===== config.mk =====
export PLATFORM = sky130hd
export DESIGN_NAME = ahb_arbiter_2m
export DESIGN_NICKNAME = d
export VERILOG_FILES = /design/src/rtl/p_hardisc.sv /design/src/rtl/ahb_hold_stage.sv /design/src/rtl/ahb_arbiter_2m.sv
export SDC_FILE = /design/constraint.sdc
export NUM_CORES = 1
export LEC_CHECK = 0
export ABC_AREA = 1
export CAP_MARGIN = 15
export CORE_MARGIN = 2
export CORE_UTILIZATION = 37
export CTS_CLUSTER_SIZE = 20
export DETAILED_ROUTE_END_ITERATION = 8
export PLACE_DENSITY_LB_ADDON = 0.05
export SYNTH_ARGS = -nofsm -noshare
export SYNTH_HDL_FRONTEND = slang
export SYNTH_SLANG_ARGS = --single-unit

===== constraint.sdc =====
create_clock -name s_clk_i -period 2.8 [get_ports s_clk_i]
set_clock_uncertainty 0.2 [all_clocks]
set_input_delay 0.84 -clock s_clk_i [delete_from_list [all_inputs] [get_ports s_clk_i]]
set_output_delay 0.84 -clock s_clk_i [all_outputs]
set_load 0.005 [all_outputs]

===== src/rtl/p_hardisc.sv =====
`default_nettype none
// ============================================================================
//  Module      : p_hardisc (package)
//  Description : Shared AHB transfer-type constants, per-master state and
//                data-phase owner encodings for the two-master AHB arbiter.
//  Revision    : 1.0 - initial release
// ============================================================================
package p_hardisc;

    // AHB HTRANS encodings
    localparam logic [1:0] c_HTRANS_IDLE   = 2'b00;
    localparam logic [1:0] c_HTRANS_NONSEQ = 2'b10;
    localparam logic [1:0] c_HTRANS_SEQ    = 2'b11;

    // Per-master arbitration state
    typedef enum logic [1:0] {
        MST_IDLE   = 2'd0,
        MST_HELD   = 2'd1,
        MST_DPHASE = 2'd2
    } mst_state_e;

    // Which master owns the slave data phase
    typedef enum logic [1:0] {
        OWN_NONE = 2'd0,
        OWN_D    = 2'd1,
        OWN_I    = 2'd2
    } owner_e;

    // Captured address-phase content of one master
    typedef struct packed {
        logic [31:0] haddr;
        logic [1:0]  htrans;
        logic        hwrite;
        logic [2:0]  hsize;
        logic [5:0]  hparity;
    } ahb_req_t;

    // A transfer needs the slave only for NONSEQ or SEQ
    function automatic logic htrans_active(input logic [1:0] htrans);
        return (htrans == c_HTRANS_NONSEQ) || (htrans == c_HTRANS_SEQ);
    endfunction

endpackage
`default_nettype wire


===== src/rtl/ahb_hold_stage.sv =====
`default_nettype none
// ============================================================================
//  Module      : ahb_hold_stage
//  Description : Per-master front end of the AHB arbiter. Tracks whether the
//                master is idle, stalled with a captured request, or in its
//                data phase, and presents either the live or the held
//                address phase to the arbiter.
//  Revision    : 1.0 - initial release
// ============================================================================
module ahb_hold_stage
    import p_hardisc::*;
(
    input  logic        clk_i,
    input  logic        rst_i,
    // Master address phase
    input  logic [31:0] haddr_i,
    input  logic [1:0]  htrans_i,
    input  logic        hwrite_i,
    input  logic [2:0]  hsize_i,
    input  logic [5:0]  hparity_i,
    // Shared slave ready and arbiter decision
    input  logic        slv_hready_i,
    input  logic        grant_i,
    // Status towards the master and the arbiter
    output logic        hready_o,
    output logic        live_o,
    output logic        held_o,
    // Address phase to forward if this master is granted
    output logic [31:0] req_haddr_o,
    output logic [1:0]  req_htrans_o,
    output logic        req_hwrite_o,
    output logic [2:0]  req_hsize_o,
    output logic [5:0]  req_hparity_o
);

    mst_state_e state_q, state_d;
    ahb_req_t   hold_q,  hold_d;
    ahb_req_t   w_live_req;

    assign w_live_req = '{haddr:   haddr_i,
                          htrans:  htrans_i,
                          hwrite:  hwrite_i,
                          hsize:   hsize_i,
                          hparity: hparity_i};

    // Master-facing ready and request qualification; reset forces ready high
    always_comb begin
        hready_o = 1'b1;
        if (!rst_i) begin
            case (state_q)
                MST_IDLE:   hready_o = 1'b1;
                MST_HELD:   hready_o = 1'b0;
                MST_DPHASE: hready_o = slv_hready_i;
                default:    hready_o = 1'b1;
            endcase
        end
        live_o = hready_o && htrans_active(htrans_i);
        held_o = !rst_i && (state_q == MST_HELD);
    end

    // Forward the captured request while held, the live one otherwise
    always_comb begin
        req_haddr_o   = held_o ? hold_q.haddr   : w_live_req.haddr;
        req_htrans_o  = held_o ? hold_q.htrans  : w_live_req.htrans;
        req_hwrite_o  = held_o ? hold_q.hwrite  : w_live_req.hwrite;
        req_hsize_o   = held_o ? hold_q.hsize   : w_live_req.hsize;
        req_hparity_o = held_o ? hold_q.hparity : w_live_req.hparity;
    end

    // Next state: a sampled request either wins now or is parked
    always_comb begin
        state_d = state_q;
        hold_d  = hold_q;
        if (live_o) begin
            if (grant_i) begin
                state_d = MST_DPHASE;
            end else begin
                state_d = MST_HELD;
                hold_d  = w_live_req;
            end
        end else begin
            case (state_q)
                MST_HELD:   if (grant_i)      state_d = MST_DPHASE;
                MST_DPHASE: if (slv_hready_i) state_d = MST_IDLE;
                default:    state_d = state_q;
            endcase
        end
    end

    // State and hold register
    always_ff @(posedge clk_i) begin
        if (rst_i) begin
            state_q <= MST_IDLE;
            hold_q  <= '0;
        end else begin
            state_q <= state_d;
            hold_q  <= hold_d;
        end
    end

endmodule
`default_nettype wire


===== src/rtl/ahb_arbiter_2m.sv =====
`default_nettype none
// ============================================================================
//  Module      : ahb_arbiter_2m
//  Description : Two-master (data / instruction) AHB-Lite arbiter onto one
//                slave port. Held requests outrank new ones, the data master
//                wins ties unless the instruction master has starved for
//                MAX_WAIT cycles. Data-phase signals follow a registered owner.
//  Revision    : 1.0 - initial release
// ============================================================================
module ahb_arbiter_2m
    import p_hardisc::*;
#(
    parameter int MAX_WAIT = 4
) (
    input  logic        s_clk_i,
    input  logic        s_reset_i,
    // Data master
    input  logic [31:0] s_d_haddr_i,
    input  logic [1:0]  s_d_htrans_i,
    input  logic        s_d_hwrite_i,
    input  logic [2:0]  s_d_hsize_i,
    input  logic [5:0]  s_d_hparity_i,
    input  logic [31:0] s_d_hwdata_i,
    input  logic [6:0]  s_d_hwchecksum_i,
    output logic        s_d_hready_o,
    output logic        s_d_hresp_o,
    output logic [31:0] s_d_hrdata_o,
    output logic [6:0]  s_d_hrchecksum_o,
    // Instruction master
    input  logic [31:0] s_i_haddr_i,
    input  logic [1:0]  s_i_htrans_i,
    input  logic        s_i_hwrite_i,
    input  logic [2:0]  s_i_hsize_i,
    input  logic [5:0]  s_i_hparity_i,
    input  logic [31:0] s_i_hwdata_i,
    input  logic [6:0]  s_i_hwchecksum_i,
    output logic        s_i_hready_o,
    output logic        s_i_hresp_o,
    output logic [31:0] s_i_hrdata_o,
    output logic [6:0]  s_i_hrchecksum_o,
    // Shared slave port
    output logic [31:0] s_s_haddr_o,
    output logic [1:0]  s_s_htrans_o,
    output logic        s_s_hwrite_o,
    output logic [2:0]  s_s_hsize_o,
    output logic [5:0]  s_s_hparity_o,
    output logic [31:0] s_s_hwdata_o,
    output logic [6:0]  s_s_hwchecksum_o,
    input  logic        s_s_hready_i,
    input  logic        s_s_hresp_i,
    input  logic [31:0] s_s_hrdata_i,
    input  logic [6:0]  s_s_hrchecksum_i
);

    localparam int              WAIT_W     = (MAX_WAIT < 1) ? 1 : $clog2(MAX_WAIT + 1);
    localparam logic [WAIT_W-1:0] c_MAX_WAIT = WAIT_W'(MAX_WAIT);

    // Per-master status and forwardable requests
    logic        w_d_live, w_d_held, w_i_live, w_i_held;
    logic        w_grant_d, w_grant_i;
    logic [31:0] w_d_haddr,   w_i_haddr;
    logic [1:0]  w_d_htrans,  w_i_htrans;
    logic        w_d_hwrite,  w_i_hwrite;
    logic [2:0]  w_d_hsize,   w_i_hsize;
    logic [5:0]  w_d_hparity, w_i_hparity;

    // Arbiter state
    owner_e            owner_q, owner_d, w_owner;
    logic [WAIT_W-1:0] wait_q,  wait_d;
    logic [31:0]       last_addr_q, last_addr_d;

    logic w_slot_free, w_i_first, w_i_cand;

    ahb_hold_stage u_hold_d (
        .clk_i         (s_clk_i),
        .rst_i         (s_reset_i),
        .haddr_i       (s_d_haddr_i),
        .htrans_i      (s_d_htrans_i),
        .hwrite_i      (s_d_hwrite_i),
        .hsize_i       (s_d_hsize_i),
        .hparity_i     (s_d_hparity_i),
        .slv_hready_i  (s_s_hready_i),
        .grant_i       (w_grant_d),
        .hready_o      (s_d_hready_o),
        .live_o        (w_d_live),
        .held_o        (w_d_held),
        .req_haddr_o   (w_d_haddr),
        .req_htrans_o  (w_d_htrans),
        .req_hwrite_o  (w_d_hwrite),
        .req_hsize_o   (w_d_hsize),
        .req_hparity_o (w_d_hparity)
    );

    ahb_hold_stage u_hold_i (
        .clk_i         (s_clk_i),
        .rst_i         (s_reset_i),
        .haddr_i       (s_i_haddr_i),
        .htrans_i      (s_i_htrans_i),
        .hwrite_i      (s_i_hwrite_i),
        .hsize_i       (s_i_hsize_i),
        .hparity_i     (s_i_hparity_i),
        .slv_hready_i  (s_s_hready_i),
        .grant_i       (w_grant_i),
        .hready_o      (s_i_hready_o),
        .live_o        (w_i_live),
        .held_o        (w_i_held),
        .req_haddr_o   (w_i_haddr),
        .req_htrans_o  (w_i_htrans),
        .req_hwrite_o  (w_i_hwrite),
        .req_hsize_o   (w_i_hsize),
        .req_hparity_o (w_i_hparity)
    );

    assign w_slot_free = s_s_hready_i && !s_reset_i;
    assign w_i_first   = (wait_q == c_MAX_WAIT);
    assign w_i_cand    = w_i_held || w_i_live;

    // Grant: held requests first, then live; D wins ties unless I has starved
    always_comb begin
        w_grant_d = 1'b0;
        w_grant_i = 1'b0;
        if (w_slot_free) begin
            if (w_d_held || w_i_held) begin
                if (w_d_held && w_i_held) begin
                    w_grant_i = w_i_first;
                    w_grant_d = !w_i_first;
                end else begin
                    w_grant_d = w_d_held;
                    w_grant_i = w_i_held;
                end
            end else if (w_d_live && w_i_live) begin
                w_grant_i = w_i_first;
                w_grant_d = !w_i_first;
            end else begin
                w_grant_d = w_d_live;
                w_grant_i = w_i_live;
            end
        end
    end

    // Slave address phase: winner's request, else IDLE with the last address
    always_comb begin
        s_s_haddr_o   = s_reset_i ? 32'h0 : last_addr_q;
        s_s_htrans_o  = c_HTRANS_IDLE;
        s_s_hwrite_o  = 1'b0;
        s_s_hsize_o   = 3'b000;
        s_s_hparity_o = 6'b000000;
        if (w_grant_d) begin
            s_s_haddr_o   = w_d_haddr;
            s_s_htrans_o  = w_d_htrans;
            s_s_hwrite_o  = w_d_hwrite;
            s_s_hsize_o   = w_d_hsize;
            s_s_hparity_o = w_d_hparity;
        end else if (w_grant_i) begin
            s_s_haddr_o   = w_i_haddr;
            s_s_htrans_o  = w_i_htrans;
            s_s_hwrite_o  = w_i_hwrite;
            s_s_hsize_o   = w_i_hsize;
            s_s_hparity_o = w_i_hparity;
        end
    end

    // Data phase: write data and error response follow the registered owner
    always_comb begin
        w_owner          = s_reset_i ? OWN_NONE : owner_q;
        s_s_hwdata_o     = 32'h0;
        s_s_hwchecksum_o = 7'h0;
        case (w_owner)
            OWN_D: begin
                s_s_hwdata_o     = s_d_hwdata_i;
                s_s_hwchecksum_o = s_d_hwchecksum_i;
            end
            OWN_I: begin
                s_s_hwdata_o     = s_i_hwdata_i;
                s_s_hwchecksum_o = s_i_hwchecksum_i;
            end
            default: begin
                s_s_hwdata_o     = 32'h0;
                s_s_hwchecksum_o = 7'h0;
            end
        endcase
        s_d_hresp_o      = (w_owner == OWN_D) && s_s_hresp_i;
        s_i_hresp_o      = (w_owner == OWN_I) && s_s_hresp_i;
        s_d_hrdata_o     = s_s_hrdata_i;
        s_i_hrdata_o     = s_s_hrdata_i;
        s_d_hrchecksum_o = s_s_hrchecksum_i;
        s_i_hrchecksum_o = s_s_hrchecksum_i;
    end

    // Next owner, starvation counter and remembered address
    always_comb begin
        owner_d     = owner_q;
        wait_d      = wait_q;
        last_addr_d = last_addr_q;
        if (s_s_hready_i) begin
            if (w_grant_d)      owner_d = OWN_D;
            else if (w_grant_i) owner_d = OWN_I;
            else                owner_d = OWN_NONE;
        end
        if (!w_i_cand || w_grant_i) begin
            wait_d = '0;
        end else if (wait_q != c_MAX_WAIT) begin
            wait_d = wait_q + 1'b1;
        end
        if (w_grant_d || w_grant_i) begin
            last_addr_d = s_s_haddr_o;
        end
    end

    // Arbiter registers
    always_ff @(posedge s_clk_i) begin
        if (s_reset_i) begin
            owner_q     <= OWN_NONE;
            wait_q      <= '0;
            last_addr_q <= 32'h0;
        end else begin
            owner_q     <= owner_d;
            wait_q      <= wait_d;
            last_addr_q <= last_addr_d;
        end
    end

endmodule
`default_nettype wire

==> impl_metrics.csv <==
group,metric,value,unit
clock_network,htreeDepth,4,
sta,setup_viol,85,
global_route,grt_pass1_vias,8239,
global_route,antenna_found_initial,2,
sta,worst-slew-pin-transition,0.616,ns
floorplan,start_util,0.380,
finish,multi_input_area,0.00445,sq mm
clock_network,clock-sinks,129,
floorplan,core,0.0196,sq mm
synthesis,avgSynthCellArea,7.05,sq um
global_route,overflow,0,
synthesis,synthFlopType,"dfxtp_1",
sta,worst_slack,-0.715,ns
floorplan,pin_count,374,
synthesis,yosysUniqueCellTypes,27,
place,dp.cells,1562,
routing,first_iter_violations,377,
floorplan,dieHeight,146,um
worst_setup_path,path_cells,"inv_2, ha_4, buf_6, nand2_1, nand3_2, nand3_2, nand2_2, nand2_2, nand2_4, buf_12, inv_8, buf_12, buf_8, buf_6, o211ai_1, nand3_2, buf_2",
synthesis,synthArstFlopShare,0,
finish,drive_above_1_share,0.403,
run_status,status,"complete, but fails checks",
synthesis,syn-cell-area,0.00744,sq mm
worst_setup_path,r2r_setup_slack,0.12,ns
hold_path,hp-start,"u_hold_i.hold_q[11]",
worst_setup_path,critical-path-top-delay-family,"buffers and inverters",
synthesis,synth_area_leaders,"dfxtp_1, nand2_1, buf_4",
worst_setup_path,crit_buf_inv,8,
routing,drt_wl_total,30.7,mm
finish,fillCellCount,1635,
power,peakVddDrop,0.461,mV
finish,seq_area,0.00259,sq mm
finish,syn_to_final_growth,77.1,%
hold_path,hold_depth,2,
synthesis,synth_fp_nets,1272,
finish,stdcell_count,1704,
clock_network,clk_latency,0.43,ns
worst_setup_path,r2r-start,"u_hold_d.state_q[1]",
power,p_leak,6.15,nW
synthesis,yosysMostFrequentCell,"nand2_1",
worst_setup_path,path_max_fanout,5,
sta,rsz0062_at_grt,"true",
place,place_area,0.0108,sq mm
routing,vias,8533,
sta,tns,-35.26,ns
worst_setup_path,cpMostUsedCell,"nand3_2",
floorplan,fp-row-count,51,
worst_setup_path,cp_slowest_stage_delay,0.36,ns
worst_setup_path,worstPathArrival,2.48,ns
synthesis,synth_top_area_share,0.347,
worst_setup_path,worstPathRequired,1.76,ns
sta,relSlewSlack,0.590,
sta,fin_crit_sh,1.26,
synthesis,yosys.area.top_type,"dfxtp_1",
worst_setup_path,start_kind,"flip-flop",
clock_network,postCtsHoldBufs,0,
routing,drtAntennaViolNets,0,
floorplan,die_area,0.0213,sq mm
global_route,grt_max_degree,46,
routing,dr.pass1.iters,5,
power,p_per_area,516,mW/mm^2
worst_setup_path,crit_type,"flip-flop to primary output",
sta,fmax,0.284,GHz
synthesis,ys_ff_latch,129,
sta,fin_crit,3.52,ns
global_route,grt_pass1_wl,45.5,mm
synthesis,synth_edf_count,0,
power,power,6.80,mW
worst_setup_path,critPathCaptureType,"primary output",
job,cap_violations,0,
clock_network,cts_max_path_buffers,2,
finish,nNetsFinal,1642,
place,dp_slack,-1.33,ns
clock_network,cts_made_buffers,17,
synthesis,ys_seq_area_frac,0.347,
global_route,grt_use_total,0.270,
place,dp_hpwl,19.8,mm
synthesis,synth_cells,1055,
clock_network,cts-root-buf,"clkbuf_16",
place,port_buffers,256,
sta,report.final.slew_viol_count,0,
place,routabilityCongestion,0.966,
finish,design_area,0.0132,sq mm
synthesis,netlist_top_cells_count,"nand2_1, dfxtp_1, a21oi_1, nand3_1, inv_1",
routing,viasPerCell,5.01,
routing,drc_errors,0,
routing,wl_per_cell,18.0,um
worst_setup_path,reg2regPathDepth,19,
floorplan,die_w,146,um
run_status,violations,"setup timing",
synthesis,ys_warn_count,0,
worst_setup_path,r2r-end,"last_addr_q[28]",
worst_setup_path,cpMaxStageDelayCell,"dfxtp_4",
sta,hold_violations,0,
hold_path,hold_path_class,"flip-flop to flip-flop",
clock_network,cts_tree,"done",
clock_network,clkTransAtPathRegs,0.06,ns
hold_path,hold_path_end,"u_hold_i.hold_q[11]",
[cell type report]
type	instances	area share
antenna	1	0.000190
clock buffer	19	0.0336
clock inverter	13	0.0116
inverter	94	0.0315
multi-input combinational	680	0.338
sequential	129	0.197
tap	265	0.0252
timing repair buffer	502	0.363
timing repair inverter	1	0.000664
[layout by cell type (no fill, tap or decap), types with 3 or more instances in the layout]
| cell type | count |
|---|---|
| inv_8 | 3 |
| nand3_4 | 9 |
| clkdlybuf4s50_1 | 165 |
| nand2_4 | 18 |
| nand2_2 | 38 |
| a21oi_2 | 41 |
| o31ai_2 | 8 |
| a21oi_1 | 69 |
| inv_6 | 5 |
| buf_16 | 3 |
| inv_2 | 12 |
| nor2_2 | 3 |
| o211ai_1 | 65 |
| mux2_2 | 5 |
| inv_1 | 76 |
| o21ai_1 | 13 |
| o31ai_4 | 3 |
| dlygate4sd2_1 | 4 |
| buf_8 | 13 |
| nor2_4 | 4 |
| mux2_4 | 6 |
| dfxtp_1 | 125 |
| buf_4 | 157 |
| buf_6 | 43 |
| buf_12 | 28 |
| clkinvlp_4 | 5 |
| clkbuf_16 | 23 |
| nand2_1 | 134 |
| ha_4 | 6 |
| nand3_1 | 61 |
| nor2_1 | 65 |
| a21oi_4 | 12 |
| buf_2 | 80 |
| nand3_2 | 38 |
| o21ai_0 | 77 |
[sequential cells by signal, indices dropped and copies added, names as in the netlist]
register / cells
u_hold_d.hold_q: 44
u_hold_i.hold_q: 44
last_addr_q: 32
wait_q: 3
owner_q: 2
u_hold_d.state_q: 2
u_hold_i.state_q: 2
[tightest hold or removal path, stage by stage (launching register included)]
cell and delay [ns]:
dfxtp_1 0.30, inv_1 0.05, a21oi_1 0.06
[worst max path at each step]
stage | slack [ns] | to | cells past startpoint | start
final | -0.72 | s_s_haddr_o[28] | 17 | u_hold_d.state_q[0]
after global routing | -0.82 | s_s_haddr_o[28] | 17 | u_hold_d.state_q[0]
after CTS | -0.71 | s_s_haddr_o[28] | 17 | s_reset_i
after detailed placement | -1.33 | s_s_haddr_o[9] | 15 | s_reset_i
after global placement | -1.31 | s_s_haddr_o[9] | 15 | s_reset_i
after floorplan | -0.06 | s_s_haddr_o[12] | 11 | s_reset_i
[per-stage QoR]
stage | hold WS [ns] | util
floorplan | 0.225 | -
global placement | 0.239 | 0.552
detailed placement | 0.243 | 0.552
CTS | 0.249 | 0.639
global route | 0.269 | 0.673
finish | 0.252 | 0.673
[repair_timing]
action / 4_1_cts / 5_1_grt
pin swaps: 46 / 49
resized for setup: 394 / 240
setup endpoints to repair: 87 / 89
buffers inserted: 91 / 41
gates cloned: 6 / 7
[power breakdown]
part | total (mW) | leakage (nW) | switching, mW | internal, mW
sequential | 2.23 | 1.07 | 0.133 | 2.10
combinational | 2.29 | 4.80 | 1.10 | 1.19
clock | 2.28 | 0.275 | 0.928 | 1.35
[per-layer routing]
layer	vias up	wire (um)	track usage
met2	322	15000	0.456
met4	4	599	0.0725
met1	3953	12700	0.330
met3	48	2230	0.0837
met5	-	131	0.0386
li1	4206	-	-
[cell families (layout without fill, tap and decap cells)]
group                    after synthesis  count (layout)  share of synthesized area
AND/OR/NAND/NOR                      370             370                      0.214
AO/OA/AOI/OAI                        290             290                      0.229
buffers and inverters                246             629                      0.178
flip-flops                           129             129                      0.347
multiplexers                          11              11                     0.0166
adder cells (fa/ha/maj)                8               8                     0.0135
XOR/XNOR                               1               1                    0.00118
other                                  0               1                          0
Power figures use the tool's default switching activity.
